<file path="src/rtl/ram_arbiter_pkg.sv">
// Shared types for the two-master RAM arbiter: FSM states and master indices.
package ram_arbiter_pkg;

  typedef enum logic [1:0] {
    IDLE   = 2'd0,
    ACCESS = 2'd1,
    RESP   = 2'd2
  } state_t;

  localparam logic M0 = 1'b0;
  localparam logic M1 = 1'b1;

endpackage

</file>
<file path="src/rtl/ram_arbiter_rr_lock_picker.sv">
// Combinational winner selection: M1 lock override first, then round-robin on a tie,
// otherwise the sole requester wins.
module rr_lock_picker
  import ram_arbiter_pkg::*;
#(
  parameter int MAX_LOCK = 8,
  parameter int CNT_W    = $clog2(MAX_LOCK + 1)
) (
  input  logic             m0_req,
  input  logic             m1_req,
  input  logic             m1_lock,
  input  logic [CNT_W-1:0] lock_cnt,
  input  logic             last_grant,
  output logic             any_req,
  output logic             winner
);

  always_comb begin
    any_req = m0_req | m1_req;
    winner  = M0;
    if (m1_req && m1_lock && (lock_cnt < CNT_W'(MAX_LOCK))) begin
      winner = M1;
    end else if (m0_req && m1_req) begin
      // Once the lock saturates, last_grant is M1, so this hands the slot to M0.
      winner = ~last_grant;
    end else if (m1_req) begin
      winner = M1;
    end
  end

endmodule

</file>
<file path="src/rtl/ram_arbiter.sv">
// Two-master arbiter for a single-port RAM with combinational read data.
// Each access takes IDLE/RESP -> ACCESS -> RESP, giving one access per two cycles.
module ram_arbiter
  import ram_arbiter_pkg::*;
#(
  parameter int ADDR_W   = 10,
  parameter int DATA_W   = 64,
  parameter int MAX_LOCK = 8
) (
  input  logic              CLK,
  input  logic              RESET_N,
  input  logic              M0_REQ,
  input  logic              M0_WE,
  input  logic [ADDR_W-1:0] M0_ADDRESS,
  input  logic [DATA_W-1:0] M0_DATA_IN,
  output logic              M0_ACK,
  output logic [DATA_W-1:0] M0_DATA_OUT,
  input  logic              M1_REQ,
  input  logic              M1_WE,
  input  logic [ADDR_W-1:0] M1_ADDRESS,
  input  logic [DATA_W-1:0] M1_DATA_IN,
  input  logic              M1_LOCK,
  output logic              M1_ACK,
  output logic [DATA_W-1:0] M1_DATA_OUT,
  output logic [ADDR_W-1:0] RAM_ADDRESS,
  output logic [DATA_W-1:0] RAM_DATA_IN,
  output logic              RAM_WRITE_ENABLE,
  input  logic [DATA_W-1:0] RAM_DATA_OUT
);

  localparam int CNT_W = $clog2(MAX_LOCK + 1);

  state_t           state;
  logic             cur_master;
  logic             last_grant;
  logic [CNT_W-1:0] lock_cnt;
  logic             any_req;
  logic             winner;

  rr_lock_picker #(
    .MAX_LOCK (MAX_LOCK),
    .CNT_W    (CNT_W)
  ) u_picker (
    .m0_req     (M0_REQ),
    .m1_req     (M1_REQ),
    .m1_lock    (M1_LOCK),
    .lock_cnt   (lock_cnt),
    .last_grant (last_grant),
    .any_req    (any_req),
    .winner     (winner)
  );

  // RAM_WRITE_ENABLE doubles as the captured WE: it is only ever high in ACCESS.
  always_ff @(posedge CLK or negedge RESET_N) begin
    if (!RESET_N) begin
      state            <= IDLE;
      cur_master       <= M0;
      last_grant       <= M1;
      lock_cnt         <= '0;
      M0_ACK           <= 1'b0;
      M1_ACK           <= 1'b0;
      M0_DATA_OUT      <= '0;
      M1_DATA_OUT      <= '0;
      RAM_ADDRESS      <= '0;
      RAM_DATA_IN      <= '0;
      RAM_WRITE_ENABLE <= 1'b0;
    end else begin
      M0_ACK           <= 1'b0;
      M1_ACK           <= 1'b0;
      RAM_WRITE_ENABLE <= 1'b0;
      case (state)
        IDLE, RESP: begin
          if (any_req) begin
            state      <= ACCESS;
            cur_master <= winner;
            last_grant <= winner;
            if (winner == M1) begin
              RAM_WRITE_ENABLE <= M1_WE;
              RAM_ADDRESS      <= M1_ADDRESS;
              RAM_DATA_IN      <= M1_DATA_IN;
            end else begin
              RAM_WRITE_ENABLE <= M0_WE;
              RAM_ADDRESS      <= M0_ADDRESS;
              RAM_DATA_IN      <= M0_DATA_IN;
            end
          end else begin
            state <= IDLE;
          end
          // Lock run length: counts locked M1 grants, saturating at MAX_LOCK.
          if (!M1_LOCK || (any_req && winner == M0)) begin
            lock_cnt <= '0;
          end else if (any_req && lock_cnt != CNT_W'(MAX_LOCK)) begin
            lock_cnt <= lock_cnt + CNT_W'(1);
          end
        end
        ACCESS: begin
          state <= RESP;
          if (cur_master == M1) begin
            M1_ACK <= 1'b1;
            if (!RAM_WRITE_ENABLE) M1_DATA_OUT <= RAM_DATA_OUT;
          end else begin
            M0_ACK <= 1'b1;
            if (!RAM_WRITE_ENABLE) M0_DATA_OUT <= RAM_DATA_OUT;
          end
        end
        default: state <= IDLE;
      endcase
    end
  end

endmodule

</file>
<file path="config.mk">
export PLATFORM = sky130hd
export DESIGN_NAME = ram_arbiter
export DESIGN_NICKNAME = d
export VERILOG_FILES = /design/src/rtl/ram_arbiter_pkg.sv /design/src/rtl/ram_arbiter_rr_lock_picker.sv /design/src/rtl/ram_arbiter.sv
export SDC_FILE = /design/constraint.sdc
export NUM_CORES = 1
export LEC_CHECK = 0
export ABC_AREA = 1
export CAP_MARGIN = 15
export CORE_AREA = 5 5 163 165
export CTS_BUF_LIST = sky130_fd_sc_hd__clkbuf_8
export CTS_CLUSTER_SIZE = 10
export DETAILED_ROUTE_END_ITERATION = 12
export DIE_AREA = 0 0 168 170
export MAX_ROUTING_LAYER = met4
export PLACE_DENSITY = 0.78
export SLEW_MARGIN = 20
export SYNTH_ARGS = -nofsm -noshare
export SYNTH_HDL_FRONTEND = slang
export SYNTH_SLANG_ARGS = --single-unit
</file>
<file path="constraint.sdc">
create_clock -name CLK -period 1.9 [get_ports CLK]
set_clock_uncertainty 0.15 [all_clocks]
set_input_delay 0.38 -clock CLK [delete_from_list [all_inputs] [get_ports CLK]]
set_output_delay 0.38 -clock CLK [all_outputs]
set_load 0.01 [all_outputs]
</file>
# After elaboration in Yosys (flattened, before gate mapping)
# Cells that the tools add are included.
# totals
word_cells	51
ff_bits	213
output_inout_bits	205
in_bits	219
# op_classes
bitwise_logic	5
n_addsub	1
n_reduce_logical	14
mux	16
n_lt_le_gt_ge	1
eq_ne	3
# op_table
operator	n
64-bit two-way mux	1
1-bit two-way mux	11
10-bit two-way mux	1
4-bit two-way mux	2
3-bit AND reduction	2
1-bit logical AND	5
4-bit by 1-bit adder with 4-bit output, second input constant	1
4-bit < comparator, second input constant	1
4-bit != test, second input constant	1
1-bit NOT	4
2-bit case mux with 2 select lines	1
2-bit AND reduction	2
2-bit by 1-bit == test with 1-bit output, second input constant	1
2-bit == test, second input constant	1
2-bit logical NOT	1
2-bit nonzero test	1
2-bit OR reduction	1
1-bit logical NOT	1
1-bit logical OR	1
1-bit OR	1

# Logic depth before layout (Yosys ltp)
# depth
word_depth	8
depth_mapped	8
mapped_depth_nobuf	8

# Cells and area by module
# From an unflattened synthesis, not the netlist that was laid out.
# unflattened
cells_unflattened	952
area_unflattened_um2	9197.6
# modules_own_cells
mod	cells_each	seq_area_each_um2	instances	area_per_inst_um2
ram_arbiter	944	5331.4	1	9161.3
rr_lock_picker	8	0.0	1	36.3

# Worst setup path after synthesis
# Ideal clock, no wire load.
# synth_path
path_type	register to register
startpoint	reg last_grant
endpoint	reg RAM_DATA_IN[24]
setup_slack_ns	0.371
setup_time_ns	0.122
synth_period_minus_slack_ns	1.529
t_required_ns	1.628
path_buffers	2
path_stages_with_launch	8
arrival_time_ns	1.257
path_cell_list	dfstp_2 nand3_1 nand2_1 nand2_1 buf_4 buf_4 o21ai_1 o21ai_1
# synth_between
elab_chain_len	4
# synth_lines
item	line_no	source
from (decl)	ram_arbiter.sv:35	logic last_grant;
from (signal assigned)	ram_arbiter.sv:76	last_grant <= winner;
1-bit NOT	ram_arbiter_rr_lock_picker.sv:25	winner = ~last_grant;
1-bit two-way mux	ram_arbiter_rr_lock_picker.sv:23	end else if (m0_req && m1_req) begin
1-bit two-way mux	ram_arbiter_rr_lock_picker.sv:21	if (m1_req && m1_lock && (lock_cnt < CNT_W'(MAX_LOCK))) begin
64-bit two-way mux	ram_arbiter.sv:77	if (winner == M1) begin
to (signal assigned)	ram_arbiter.sv:65	RAM_DATA_IN <= '0;
to (signal assigned)	ram_arbiter.sv:80	RAM_DATA_IN <= M1_DATA_IN;
to (signal assigned)	ram_arbiter.sv:84	RAM_DATA_IN <= M0_DATA_IN;
to (decl)	ram_arbiter.sv:26	output logic [DATA_W-1:0] RAM_DATA_IN,
# Every way passes these cells.
# A chain may end at the register's enable or synchronous reset.

# Final worst setup path
# layout_path
startpoint	reg RAM_DATA_IN[2]
endpoint	out RAM_DATA_IN[2]
# No word-level cell between the ends.

==> reports/metrics.cfg <==
[outcome]
status = finished, final reports clean

[synth]
synth_nets = 1170
synth_top_area_frac = 0.614
postSynth.asyncResetShare = 1.00
synth.yosys.seq_area_share = 0.617
synth_common_cells = 220 x nand2_1, 212 x dfrtp_1, 171 x o21ai_0
synth_warnings = 0
yosysUniqueCellTypes = 19
synth_area_leaders = dfrtp_1 61%, o21ai_0 9.9%, nand2_1 9.6%
ys_ff_latch = 213
synth_flop_cell = dfrtp_1
syn_area_per_cell_um2 = 9.11
synth.most_common_cell = nand2_1
yosysTopAreaCell = dfrtp_1
synthesis.area_um2 = 8650
synth_enable_flop_cells = 0
synth_cells = 949

[placement]
dp_hpwl_um = 22600
numPortBuffers = 423
place_congestion = 0.876
place_area_um2 = 13500

[floorplan]
std_cell_rows = 58
io_pins = 424
die_y_um = 170
coreArea_um2 = 24900
chipWidth_um = 168
initial_core_util = 0.347
dieArea_um2 = 28600

[critical_path]
worstSetupStartpointType = flop
worstSetupPathType = flop to output port
crit_fanout = 2
worstSetupEndpoint = RAM_DATA_IN[2]
regToRegEndpoint = RAM_DATA_IN[31]
r2r_cells = 6
regToRegStartpoint = last_grant
cpPeakStageDelay_ns = 0.43
crit_cells = 1
path_cells = dlygate4sd2_1
cp-startpoint = RAM_DATA_IN[2]
worst_path_max_delay_cell = dfrtp_1
critPathTopFamily = flip-flops
crit_buf_inv = 1
cp-end-kind = output port
crit_required_ns = 1.37
r2r_slack_ns = 0.19
worstPathArrival_ns = 1.28

[run]
maxCapViolations = 0

[clocking]
cts_buffer_depth = 3
postCtsSetupBuffers = 0
root_buffer = clkbuf_8
htree_levels = 2
cts_tree = done
cts.sinks = 213
numCtsBuffers = 38
clock_latency_ns = 0.53
clkTransAtPathRegs_ns = 0.06

[timing]
relSlewSlack = 0.689
finalSetupTns_ns = 0
worst_pin_slew_ns = 0.466
fmax_ghz = 0.554
fin_crit_ns = 1.81
hold_viol_final = 0
rsz0062_at_grt = false
setup_violations = 0
maxSlewViolCount = 0
period_share = 0.950

[grt]
overflow = 0
grtUsageMet1 = 0.254
gr-usage-met2 = 0.349
grt.busiest_layer = met2
grt_max_degree = 53
grt_pass1_wl_um = 47200
first_global_vias = 8535
grt_usage = 0.211
met3_usage = 0.0462
antenna_found_initial = 1

[layout]
layout-drive-gt1-share = 0.0716
nNetsFinal = 1602
syn_to_final_growth_pct = 62.1
fin_area_um2 = 14000

[power]
power.share.clock = 0.243
seqPwrFrac = 0.408
p_comb_frac = 0.349
peakVddDrop_mv = 0.641
p_per_area_nw_per_um2 = 1240
swShare = 0.344
leakagePower_nw = 6.87
power.switching_w = 0.00599
internal_power_w = 0.0114

[routing]
route.detailed.drc = 0
wirelength_um = 30300
vias = 8330
wl_per_cell_um = 17.4
vias_per_cell = 4.78
drt_iter0_markers = 640
firstDrtPassIters = 6
antenna_left = 0

[min_path]
hold_path.class = input port to asynchronous set/reset pin

==> metrics by stage <==
step / utilization / setup slack, ns / hold slack (ns) / cells / power, W
after detailed placement: 0.542 / -0.222 / 0.225 / 1670 / 0.0145
after global routing: 0.563 / 0.0492 / 0.266 / 1742 / 0.0185
after global placement: 0.542 / -0.151 / 0.217 / 1670 / 0.0143
after CTS: 0.563 / 0.0555 / 0.204 / 1741 / 0.0176
final: 0.563 / 0.0946 / 0.243 / 1742 / 0.0174
after floorplan: - / 0.371 / -0.0656 / 949 / 0.00961
==> power groups by stage <==
stage | combinational [W] | clock (W) | sequential [W]
6_report | 0.00607 | 0.00423 | 0.00710
5_1_grt | 0.00664 | 0.00458 | 0.00731
4_1_cts | 0.00617 | 0.00437 | 0.00709
3_5_place_dp | 0.00732 | 0 | 0.00722
3_3_place_gp | 0.00716 | 0 | 0.00715
2_1_floorplan | 0.00168 | 0 | 0.00793
==> final cells by class <==
type	count	area, um2
inverters	72	270
multi-input cells	596	2770
well taps	330	413
fillers	2234	10900
diodes	1	2.50
clock inverters	21	97.6
clock buffers	49	674
flip-flops and latches	213	5330
repair buffers	460	4460
==> cell families (layout without fill, tap and decap cells) <==
family,after synthesis,in the layout,share of synthesized area
adder cells (fa/ha/maj),2,2,0.00289
buffers and inverters,140,602,0.0658
flip-flops,213,213,0.617
XOR/XNOR,2,2,0.00203
AO/OA/AOI/OAI,353,353,0.204
other,0,1,0
AND/OR/NAND/NOR,239,239,0.108
==> cell usage in the layout (no fill, tap or decap), types with 2 or more instances in the layout <==
cell type | netlist | layout
clkbuf_8 | 0 | 50
a21oi_1 | 75 | 75
nand2_2 | 0 | 2
o21ai_0 | 171 | 171
buf_4 | 5 | 20
nand4_1 | 4 | 4
nor2_4 | 2 | 2
xor2_1 | 2 | 2
dfrtp_1 | 212 | 212
nand3_1 | 4 | 4
nand2_4 | 0 | 2
buf_12 | 0 | 16
dlygate4sd2_1 | 0 | 205
clkinvlp_4 | 0 | 3
nor2_1 | 7 | 7
nand2_1 | 220 | 216
o21ai_1 | 107 | 107
clkinv_2 | 0 | 2
inv_1 | 72 | 86
ha_1 | 2 | 2
clkdlybuf4s50_1 | 0 | 217
==> how the worst min path moves through the flow <==
stage	start	slack [ns]	cells past startpoint	endpoint
floorplan	RESET_N	-0.07	0	M0_ACK
global placement	RESET_N	0.22	1	RAM_DATA_IN[30]
detailed placement	RESET_N	0.23	1	RAM_DATA_IN[31]
CTS	RESET_N	0.20	2	RAM_DATA_IN[56]
global route	RESET_N	0.27	2	RAM_DATA_IN[56]
finish	RESET_N	0.24	2	RAM_DATA_IN[31]
==> layer usage <==
| layer | wire length [um] | vias up | part of all wire |
|---|---|---|---|
| met4 | 1200 | 0 | 0.040 |
| li1 | - | 4003 | - |
| met1 | 11600 | 3901 | 0.38 |
| met2 | 15200 | 352 | 0.50 |
| met3 | 2240 | 74 | 0.074 |
| met5 | 0 | - | 0 |
==> what timing repair did <==
action                     4_1_cts  5_1_grt
hold endpoints to repair        40        0
hold buffers                     1        0
resized for setup              205        0
setup endpoints to repair      205        0
==> sequential cells by signal (all words and copies together), names as in the netlist <==
name              count
M1_DATA_OUT          64
M0_ACK                1
last_grant            1
RAM_WRITE_ENABLE      1
RAM_DATA_IN          64
state                 2
cur_master            1
lock_cnt              4
M1_ACK                1
M0_DATA_OUT          64
RAM_ADDRESS          10
(Power assumes the default switching activity.)
==> edit: new RTL, config.mk and constraints unchanged <==
`MAX_LOCK` is set to 8 in 2 places; all go to 32.
--- a/src/rtl/ram_arbiter_rr_lock_picker.sv
+++ b/src/rtl/ram_arbiter_rr_lock_picker.sv
@@ -3,7 +3,7 @@
 module rr_lock_picker
   import ram_arbiter_pkg::*;
 #(
-  parameter int MAX_LOCK = 8,
+  parameter int MAX_LOCK = 32,
   parameter int CNT_W    = $clog2(MAX_LOCK + 1)
 ) (
   input  logic             m0_req,
--- a/src/rtl/ram_arbiter.sv
+++ b/src/rtl/ram_arbiter.sv
@@ -5,7 +5,7 @@
 #(
   parameter int ADDR_W   = 10,
   parameter int DATA_W   = 64,
-  parameter int MAX_LOCK = 8
+  parameter int MAX_LOCK = 32
 ) (
   input  logic              CLK,
   input  logic              RESET_N,
Formal check against the unedited RTL: no difference found for any inputs over 4 cycles, from zero or initial values and one cycle with RESET_N low; that may be too few to reach the edited logic, so the function may still have changed.
==> edit against the original RTL <==
Cell area is 1.2% higher. Power is 0.34% lower. Fmax is 0.45% higher. Setup slack better by 0.0081 ns. Worst hold slack worse by 0.045 ns. Global-route usage hardly changed. Sequential power hardly changed. Sequential cell count is 2 higher. Routed wire length is 1.2% higher. Synthesized area is 1.5% higher.
==> edit: results (changes against the original RTL) <==
wire length of the first global-routing pass: 47.4 mm (was 47.2 mm)
Cells after Synth: 971 (was 949)
routing usage on met1: 25.9% (was 25.4%)
reg2reg start: state[0]$_DFF_PN0_ (was last_grant$_DFFE_PN1P_)
post-synthesis xor/xnor area fraction: 0.299% (was 0.203%)
adder-cell area share of the yosys netlist: 0.285% (was 0.289%)
count of vias placed by the detailed router: 8692 (was 8330)
total leakage power: 6.93 nW (was 6.87 nW)
share of the clock period used by the worst path after layout: 94.6% (was 95.0%)
outcome: complete, no violations (unchanged)
register area share after synthesis: 61.3% (was 61.7%)
met1 layer wirelength in the final routing: 12.2 mm (was 11.6 mm)
dpl ws: -0.242 ns (was -0.222 ns)
number of nets in the synthesized netlist: 1192 (was 1170)
maximum cell stage delay along the critical path: 0.38 ns (was 0.43 ns)
share of layout cells above drive strength 1: 8.09% (was 7.16%)
VDD IR max: 737 uV (was 641 uV)
post-detailed-placement half-perimeter wirelength: 23.6 mm (was 22.6 mm)
fraction of met3 tracks used by global routing: 4.72% (was 4.62%)
largest family of logic cells by synthesized area: simple AND/OR/NAND/NOR gates (was compound AO/OA/AOI/OAI gates)
layout overhead on the synthesized area: 61.6% (was 62.1%)
proportion of power drawn by the clock network: 23.3% (was 24.3%)
number of CTS-inserted buffers: 37 (was 38)
DR WL met3: 2.66 mm (was 2.24 mm)
final routed wirelength across all metal layers: 30.7 mm (was 30.3 mm)
launching instance or port of the critical path: RAM_DATA_IN[6]$_DFFE_PN0P_ (was RAM_DATA_IN[2]$_DFFE_PN0P_)
met2 demand-to-capacity share in global routing: 34.7% (was 34.9%)
number of search-and-repair iterations in the first detailed-routing pass: 5 (was 6)
Critical Path End: RAM_DATA_IN[6] (was RAM_DATA_IN[2])
sw power: 6.00 mW (was 5.99 mW)
pin count of the biggest net entering global routing: 74 (was 53)
clock latency at the later pin of the worst-skew pair: 0.51 ns (was 0.53 ns)
final-layout worst hold slack: 0.198 ns (was 0.243 ns)
initial drt markers: 675 (was 640)
cell internal pwr: 11.3 mW (was 11.4 mW)
GP Congestion: 0.884 (was 0.876)
slowest stage cell on the critical path: sky130_fd_sc_hd__dlygate4sd2_1 (was sky130_fd_sc_hd__dfrtp_1)
fraction of the mapped netlist area in compound gates: 12.9% (was 20.4%)
destination of the worst register-to-register timing path: M1_DATA_OUT[38]$_DFFE_PN0P_ (was RAM_DATA_IN[31]$_DFFE_PN0P_)
Rel. slew slack: 77.3% (was 68.9%)
edit: cell count changes after synthesis, moves of 4 or more:
cell                       unedited run  this run
sky130_fd_sc_hd__o21ai_1            107         9
sky130_fd_sc_hd__nand3_1              4        86
sky130_fd_sc_hd__nor2_1               7        86
sky130_fd_sc_hd__a21oi_1             75         1
sky130_fd_sc_hd__a31oi_1              0        74
sky130_fd_sc_hd__o21ai_0            171       123
sky130_fd_sc_hd__nand2_1            220       227
sky130_fd_sc_hd__buf_2               20        26
sky130_fd_sc_hd__buf_1                4         0
sky130_fd_sc_hd__clkbuf_1            39        35
edit: final cells by class:
type	count	share of cell area [%]
Sequential cell	215	37.9
Timing Repair Buffer	479	32.1
Multi-Input combinational cell	614	20.0
Clock buffer	46	4.46
Tap cell	330	2.91
Inverter	74	1.96
Clock inverter	19	0.591
Antenna cell	2	0.0353
